`src/rtl/valid_delay_line.sv`:
```
// Fixed-depth shift register carrying a valid bit alongside a data word.
// DEPTH=0 is a combinational pass-through.
module valid_delay_line #(
  parameter int unsigned DEPTH  = 2,
  parameter int unsigned DATA_W = 48
) (
  input  logic              clk,
  input  logic              rst,
  input  logic              load_valid,
  input  logic [DATA_W-1:0] load_data,
  output logic              tap_valid,
  output logic [DATA_W-1:0] tap_data
);

  if (DEPTH == 0) begin : g_pass
    assign tap_valid = load_valid;
    assign tap_data  = load_data;
  end else begin : g_pipe
    logic [DEPTH-1:0]  vld;
    logic [DATA_W-1:0] dat [DEPTH];

    // Shift valid and data one stage per clock; reset clears every stage.
    always_ff @(posedge clk or posedge rst) begin
      if (rst) begin
        vld <= '0;
        for (int i = 0; i < DEPTH; i++) dat[i] <= '0;
      end else begin
        vld[0] <= load_valid;
        dat[0] <= load_data;
        for (int i = 1; i < DEPTH; i++) begin
          vld[i] <= vld[i-1];
          dat[i] <= dat[i-1];
        end
      end
    end

    assign tap_valid = vld[DEPTH-1];
    assign tap_data  = dat[DEPTH-1];
  end

endmodule

```
`config.mk`:
```
export PLATFORM = sky130hd
export DESIGN_NAME = valid_delay_line
export DESIGN_NICKNAME = d
export VERILOG_FILES = /design/src/rtl/valid_delay_line.sv
export SDC_FILE = /design/constraint.sdc
export NUM_CORES = 1
export LEC_CHECK = 0
export CAP_MARGIN = 10
export CELL_PAD_IN_SITES_DETAIL_PLACEMENT = 0
export CELL_PAD_IN_SITES_GLOBAL_PLACEMENT = 1
export CORE_ASPECT_RATIO = 0.7
export CORE_MARGIN = 5
export CORE_UTILIZATION = 37
export CTS_BUF_LIST = sky130_fd_sc_hd__clkbuf_4
export DETAILED_ROUTE_END_ITERATION = 12
export PLACE_DENSITY = 0.85
export SYNTH_ARGS = -nofsm -noshare
export SYNTH_HDL_FRONTEND = slang
export SYNTH_SLANG_ARGS = --single-unit
```
`constraint.sdc`:
```
create_clock -name clk -period 4.56 [get_ports clk]
set_clock_uncertainty 0.1 [all_clocks]
set_input_delay 0.912 -clock clk [delete_from_list [all_inputs] [get_ports clk]]
set_output_delay 0.912 -clock clk [all_outputs]
set_load 0.03 [all_outputs]
```
Yosys cells after proc, flatten, opt, wreduce, memory -nomap -nowiden
Index checks and enable logic that the tools add are counted.
{ "totals": {"ff_bits": 98, "in_bits": 51, "out_inout_bits": 49, "wordCells": 3} }

Longest topological paths before layout
Gate-level depths: netlist of the first run.
{ "logic_depth": {"word_depth": 0, "ltp_mapped": 1, "mapped_depth_nobuf": 1} }

Worst setup path before layout of the first run
Ideal clock, no wire load.
{ "synth_timing": {"path_type": "reg-to-output", "start": "register g_pipe.dat, in the netlist tap_data[0]", "end": "output port tap_data[0]", "arrival_time_ns": 0.493, "required_ns": 3.548, "slack_ns": 3.055, "path_stages_with_launch": 2, "path_buffers": 1, "cell_sequence": "dfrtp_1 buf_4"} }
{ "synth_lines": {"columns": ["item", "line", "text"], "rows": [
  ["from (decl)", "20", "logic [DATA_W-1:0] dat [DEPTH];"],
  ["from (signal, indexed assignment)", "32", "dat[i] <= dat[i-1];"],
  ["to (decl)", "12", "output logic [DATA_W-1:0] tap_data"]
]} }
No word-level cell between the ends.

Worst setup path after layout of the first run
{ "layout_timing": {"start": "register g_pipe.dat, in the netlist tap_data[25]", "end": "output port tap_data[25]"} }
No word-level cell between the ends.

==> results of run 1 <==
logic make-up (layout without fill, tap and decap cells):
| kind of cell | count (synthesis) | in the layout |
|---|---|---|
| DFF | 98 | 98 |
| buffers and inverters | 49 | 117 |
through the flow:
stage | instance area (um2) | power (mW) | cells | hold slack [ps] | utilization (%)
after floorplan | 2820 | 1.03 | 147 | 231 | -
after global placement | 3590 | 1.09 | 298 | 231 | 48.8
after detailed placement | 3590 | 1.10 | 298 | 235 | 48.8
after CTS | 3720 | 1.52 | 313 | 260 | 50.6
after global routing | 3720 | 1.56 | 313 | 266 | 50.6
final | 3720 | 1.49 | 313 | 259 | 50.6
final cells by class:
type                    instances  area share [%]
well taps                      98            3.30
flip-flops and latches         98            65.9
inverters                       1           0.168
clock buffers                  10            2.02
clock inverters                 5            1.51
repair buffers                101            27.1
synth_stat cells (all sizes together):
| cell type | n |
|---|---|
| buf | 48 |
| dfrtp | 98 |
| inv | 1 |
cells in the final DEF (no fill, tap or decap):
master            n
clkinvlp_4        3
bufinv_16         1
dfrtp_1          98
clkbuf_4         10
inv_4             1
clkinv_1          1
clkdlybuf4s50_1  99
buf_4             2
how the worst max path moves through the flow:
stage / startpoint / endpoint / slack, ps / depth (start not counted)
2_1_floorplan: rst / g_pipe.dat[48]$_DFF_PP0_ / 990 / 1
3_3_place_gp: rst / g_pipe.dat[95]$_DFF_PP0_ / 2240 / 3
3_5_place_dp: rst / g_pipe.dat[67]$_DFF_PP0_ / 2220 / 3
4_1_cts: tap_data[13]$_DFF_PP0_ / tap_data[13] / 2040 / 1
5_1_grt: tap_data[39]$_DFF_PP0_ / tap_data[39] / 1980 / 1
6_report: tap_data[25]$_DFF_PP0_ / tap_data[25] / 2090 / 1
where the power goes:
group          switching, mW  leakage [nW]  internal (mW)  total [mW]
clock network          0.247        0.0621          0.169       0.415
logic                 0.0764         0.401         0.0749       0.151
registers             0.0109          1.14          0.912       0.923
total                  0.334          1.61           1.16        1.49
state kept, by name, summed over array words and instances (netlist names):
name        count
g_pipe.dat     48
g_pipe.vld      2
tap_data       48
routing by layer:
| metal | vias up | share of wire [%] |
|---|---|---|
| met5 | - | 0 |
| met4 | 0 | 1.9 |
| met3 | 10 | 13 |
| met2 | 62 | 45 |
| met1 | 574 | 40 |
| li1 | 524 | - |
==> reports/metrics.yaml, run 1 <==
grt_pass1_wl_mm: 6.66
rsz0062_at_grt: "no"
start_util_pct: 38.3
ant_nets: 0
insertion_delay_ps: 410
cts_tree: "built"
run_status: "finished, final reports clean"
grtUsageMet1_pct: 11.2
cp_num_buf_inv: 1
wirelength_mm: 3.99
cp_slowest_stage_delay_ps: 680
synth_xor_xnor_area_share_pct: 0
busiest_layer: "met2"
min_to: "tap_data[45]$_DFF_PP0_"
synth_compound_area_share_pct: 0
clock-sinks: 98
setup_viol: 0
syn_avg_cell_area_um2: 19.2
synth-seq-cells: 98
timing_hold_violations_final: 0
die_x_um: 114
dieArea_um2: 9480
overflow: 0
syn-cell-area_um2: 2820
clockBufferDepth: 2
path_class: "register to primary output"
worstPathArrival_ps: 1460
crit_slowest_cell: "clkdlybuf4s50_1"
yosys.area.top_type: "dfrtp_1"
synth_nets: 198
critPathTopFamily: "buffers and inverters"
synth_top_family_by_area: "buffers and inverters"
io_buffer_count: 99
leakage_nw: 1.61
yosysUniqueCellTypes: 3
synthMuxAreaShare_pct: 0
cts_buffers: 9
slew_viol_final: 0
synth-simple-area-share_pct: 0
drt_iter0_drc: 32
finalSetupTns_ps: 0
io_pins: 100
holdBufCountCts: 0
via_per_inst: 3.74
ys_warn_count: 0
htreeDepth: 3
drive_gt1_share_pct: 7.91
grt_pass1_vias: 1296
multi_input_comb_area_um2: 0
met3_usage_pct: 6.76
die_height_um: 83.0
synth.top_cell.area_share_pct: 87.1
path_cells: "clkdlybuf4s50_1"
cp-end-kind: "primary output"
dp_slack_ps: 2220
track_usage_pct: 9.45
synth_cells: 147
cts.clk_slew.worst_paths_ps: 130
hold_path_depth: 0
synthToLayoutAreaGrowth_pct: 32.0
startpoint_type: "register"
globalplace.congestion: 0.725
fin_ws_ps: 2090
fin_crit_sh_pct: 54.1
reg2reg_to: "tap_data[19]$_DFF_PP0_"
fmax_mhz: 405
ctsResizeCount: 0
synth_adder_area_share_pct: 0
cp.required_ps: 3550
cts_setup_buffers: 0
tightestPinTransition_ps: 862
slew-limit-headroom_pct: 42.5
hold_class: "register to register"
post-route-drc-count: 0
rr_startpoint: "g_pipe.dat[67]$_DFF_PP0_"
coreArea_um2: 7350
yosys-top-cells-area: "dfrtp_1 (87%), buf_4 (13%), inv_1 (0.13%)"
period_needed_ps: 2470
fin_nets: 262
yosysSeqAreaShare_pct: 87.1
dr.pass1.iters: 4
worstHoldStart: "g_pipe.dat[93]$_DFF_PP0_"
reg2reg_slack_ps: 3970
antenna_found_initial: 0
regArea_um2: 2450
critPathMaxFanout: 1
power_per_cell_area_nw_per_um2: 401
reg2reg_depth: 0
maxCapViolations: 0
avgRoutedWirePerCell_um: 12.7
root_buffer: "clkbuf_4"
grt_max_degree: 77
rows: 26
peakVddDrop_mv: 0.170
filler_cell_count: 639
multi_input_gates: 0
vias: 1170
use_met2_pct: 13.2
n_antenna_cell: 0
Power figures use the tool's default switching activity.
==> inputs of run 2 (changes only) <==
--- a/config.mk
+++ b/config.mk
@@ -10,10 +10,10 @@
 export CELL_PAD_IN_SITES_GLOBAL_PLACEMENT = 1
 export CORE_ASPECT_RATIO = 0.7
 export CORE_MARGIN = 5
-export CORE_UTILIZATION = 37
+export CORE_UTILIZATION = 34
 export CTS_BUF_LIST = sky130_fd_sc_hd__clkbuf_4
 export DETAILED_ROUTE_END_ITERATION = 12
-export PLACE_DENSITY = 0.85
+export PLACE_DENSITY = 0.83
 export SYNTH_ARGS = -nofsm -noshare
 export SYNTH_HDL_FRONTEND = slang
 export SYNTH_SLANG_ARGS = --single-unit
==> constraint.sdc (replaced) <==
create_clock -name clk -period 2.09 [get_ports clk]
set_clock_uncertainty 0.1 [all_clocks]
set_input_delay 0.418 -clock clk [delete_from_list [all_inputs] [get_ports clk]]
set_output_delay 0.418 -clock clk [all_outputs]
set_load 0.03 [all_outputs]
==> reports/metrics.yaml, run 2 (same netlist as run 1, synthesis figures left out) <==
filler_cell_count: 701  # +9.7%
n_antenna_cell: 0  # unchanged
die_x_um: 119  # +3.9%
rsz0062_at_grt: "no"
drt_iter0_drc: 101  # +220%
startpoint_type: "register"
globalplace.congestion: 0.667  # -7.9%
final_cell_mix: "dfrtp_1 (98), clkdlybuf4s50_1 (96), clkbuf_4 (9)"
clockBufferDepth: 2  # unchanged
path_class: "register to primary output"
layout.cells.most_common: "dfrtp_1"
drive_gt1_share_pct: 6.51  # -1.4 points
root_buffer: "clkbuf_4"
holdBufCountCts: 0  # unchanged
critPathTopFamily: "buffers and inverters"
hold_class: "register to register"
critPathMaxFanout: 1  # unchanged
slew-limit-headroom_pct: 64.4  # +22 points
cp_num_buf_inv: 1  # unchanged
crit_slowest_cell: "clkdlybuf4s50_1"
cts_tree: "built"
worstPathArrival_ps: 1470  # about the same
swShare_pct: 23.9  # +1.5 points
htreeDepth: 3  # unchanged
track_usage_pct: 9.35  # -0.10 points
cts_buffers: 9  # unchanged
wirelength_mm: 4.31  # +7.9%
finalSetupTns_ps: 0  # unchanged
rr_startpoint: "g_pipe.dat[80]$_DFF_PP0_"
via_per_inst: 3.74  # +0.15%
grt_max_degree: 99  # +29%
slew_viol_final: 0  # unchanged
start_util_pct: 35.3  # -3.0 points
period_needed_ps: 1990
maxCapViolations: 0  # unchanged
seq_power_share_pct: 64.4  # +2.4 points
ant_nets: 0  # unchanged
timing_hold_violations_final: 0  # unchanged
post-route-drc-count: 0  # unchanged
cp_slowest_stage_delay_ps: 670  # about the same
dp.cells: 300  # +0.67%
grt_pass1_wl_mm: 6.94  # +4.3%
die_height_um: 86.2  # +3.8%
dieArea_um2: 10200  # +7.9%
synthToLayoutAreaGrowth_pct: 31.7
multi_input_comb_area_um2: 0  # unchanged
fin_crit_sh_pct: 95.0
fmax_mhz: 504
overflow: 0  # unchanged
tightestPinTransition_ps: 534  # -329 ps
power_per_cell_area_nw_per_um2: 845  # +110%
cp.required_ps: 1570  # -1980 ps
setup_viol: 0  # unchanged
p_comb_share_pct: 10.6  # +0.4 points
vias: 1183  # +1.1%
reg2reg_to: "tap_data[32]$_DFF_PP0_"
clock_power_share_pct: 25.1  # -2.8 points
multi_input_gates: 0  # unchanged
reg2reg_depth: 0  # unchanged
insertion_delay_ps: 420  # about the same
leakage_nw: 1.62  # +1.0%
dr.pass1.iters: 2  # -2
reg2reg_slack_ps: 1480  # -2490 ps
rows: 27  # +3.8%
hold_path_depth: 0  # unchanged
io_buffer_count: 99  # unchanged
coreArea_um2: 7970  # +8.4%
fin_nets: 261  # -0.38%
dp_hpwl_mm: 3.00
avgRoutedWirePerCell_um: 13.6  # +6.9%
p_int_mw: 2.38  # +110%
cp-end-kind: "primary output"
min_to: "tap_data[11]$_DFF_PP0_"
final-instance-count-excl-fill: 316  # +0.96%
worstHoldStart: "g_pipe.dat[59]$_DFF_PP0_"
p_sw_mw: 0.750  # +120%
peakVddDrop_mv: 0.486  # +190%
clock-sinks: 98  # unchanged
cts.clk_slew.worst_paths_ps: 130  # about the same
antenna_found_initial: 0  # unchanged
path_cells: "clkdlybuf4s50_1"
io_pins: 100  # unchanged
holdWs_ps: 263  # +3.77 ps
run_status: "finished, final reports clean"
grt_pass1_vias: 1317  # +1.6%
==> run 2: worst max path at each step <==
stage               slack (ps)  depth (start not counted)              startpoint                       end
finish                     100                          1  tap_data[12]$_DFF_PP0_              tap_data[12]
floorplan                  410                          1                     rst  g_pipe.dat[48]$_DFF_PP0_
CTS                         30                          1   tap_data[5]$_DFF_PP0_               tap_data[5]
global route                 6                          1  tap_data[41]$_DFF_PP0_              tap_data[41]
detailed placement         550                          1   tap_data[5]$_DFF_PP0_               tap_data[5]
global placement           550                          1   tap_data[5]$_DFF_PP0_               tap_data[5]
==> run 2: timing repair <==
action,4_1_cts,5_1_grt
setup buffers,0,0
gates resized for setup,0,3
setup endpoints to repair,0,3
==> run 2: layout make-up <==
class,instances,area [um2],share of cell area (%)
Sequential cell,98,2450,66.1
Tap cell,101,126,3.41
Timing Repair Buffer,100,1020,27.5
Clock inverter,7,36.3,0.978
Clock buffer,9,67.6,1.82
Inverter,1,7.51,0.202
==> run 2: metrics by stage <==
step / util, % / instance area [um2] / setup slack, ps / total power [mW]
after floorplan: - / 2820 / 410 / 2.25
after global placement: 45.1 / 3600 / 546 / 2.39
after detailed placement: 45.1 / 3600 / 552 / 2.39
after CTS: 46.4 / 3700 / 29.9 / 3.20
after global routing: 46.5 / 3710 / 5.69 / 3.30
final: 46.5 / 3710 / 105 / 3.13
==> run 2: power by group through the flow <==
stage,sequential [mW],combinational (mW),clock [mW]
4_1_cts,2.02,0.338,0.846
5_1_grt,2.03,0.352,0.919
2_1_floorplan,2.05,0.199,0
6_report,2.02,0.331,0.786
3_3_place_gp,2.05,0.336,0
3_5_place_dp,2.05,0.338,0
==> run 2: routing by layer <==
metal,wire length [um],vias up,track usage [%]
met5,0,-,0
met4,75,0,4.42
met3,500,7,6.72
met2,1930,67,13.0
met1,1800,584,10.9
li1,-,525,-
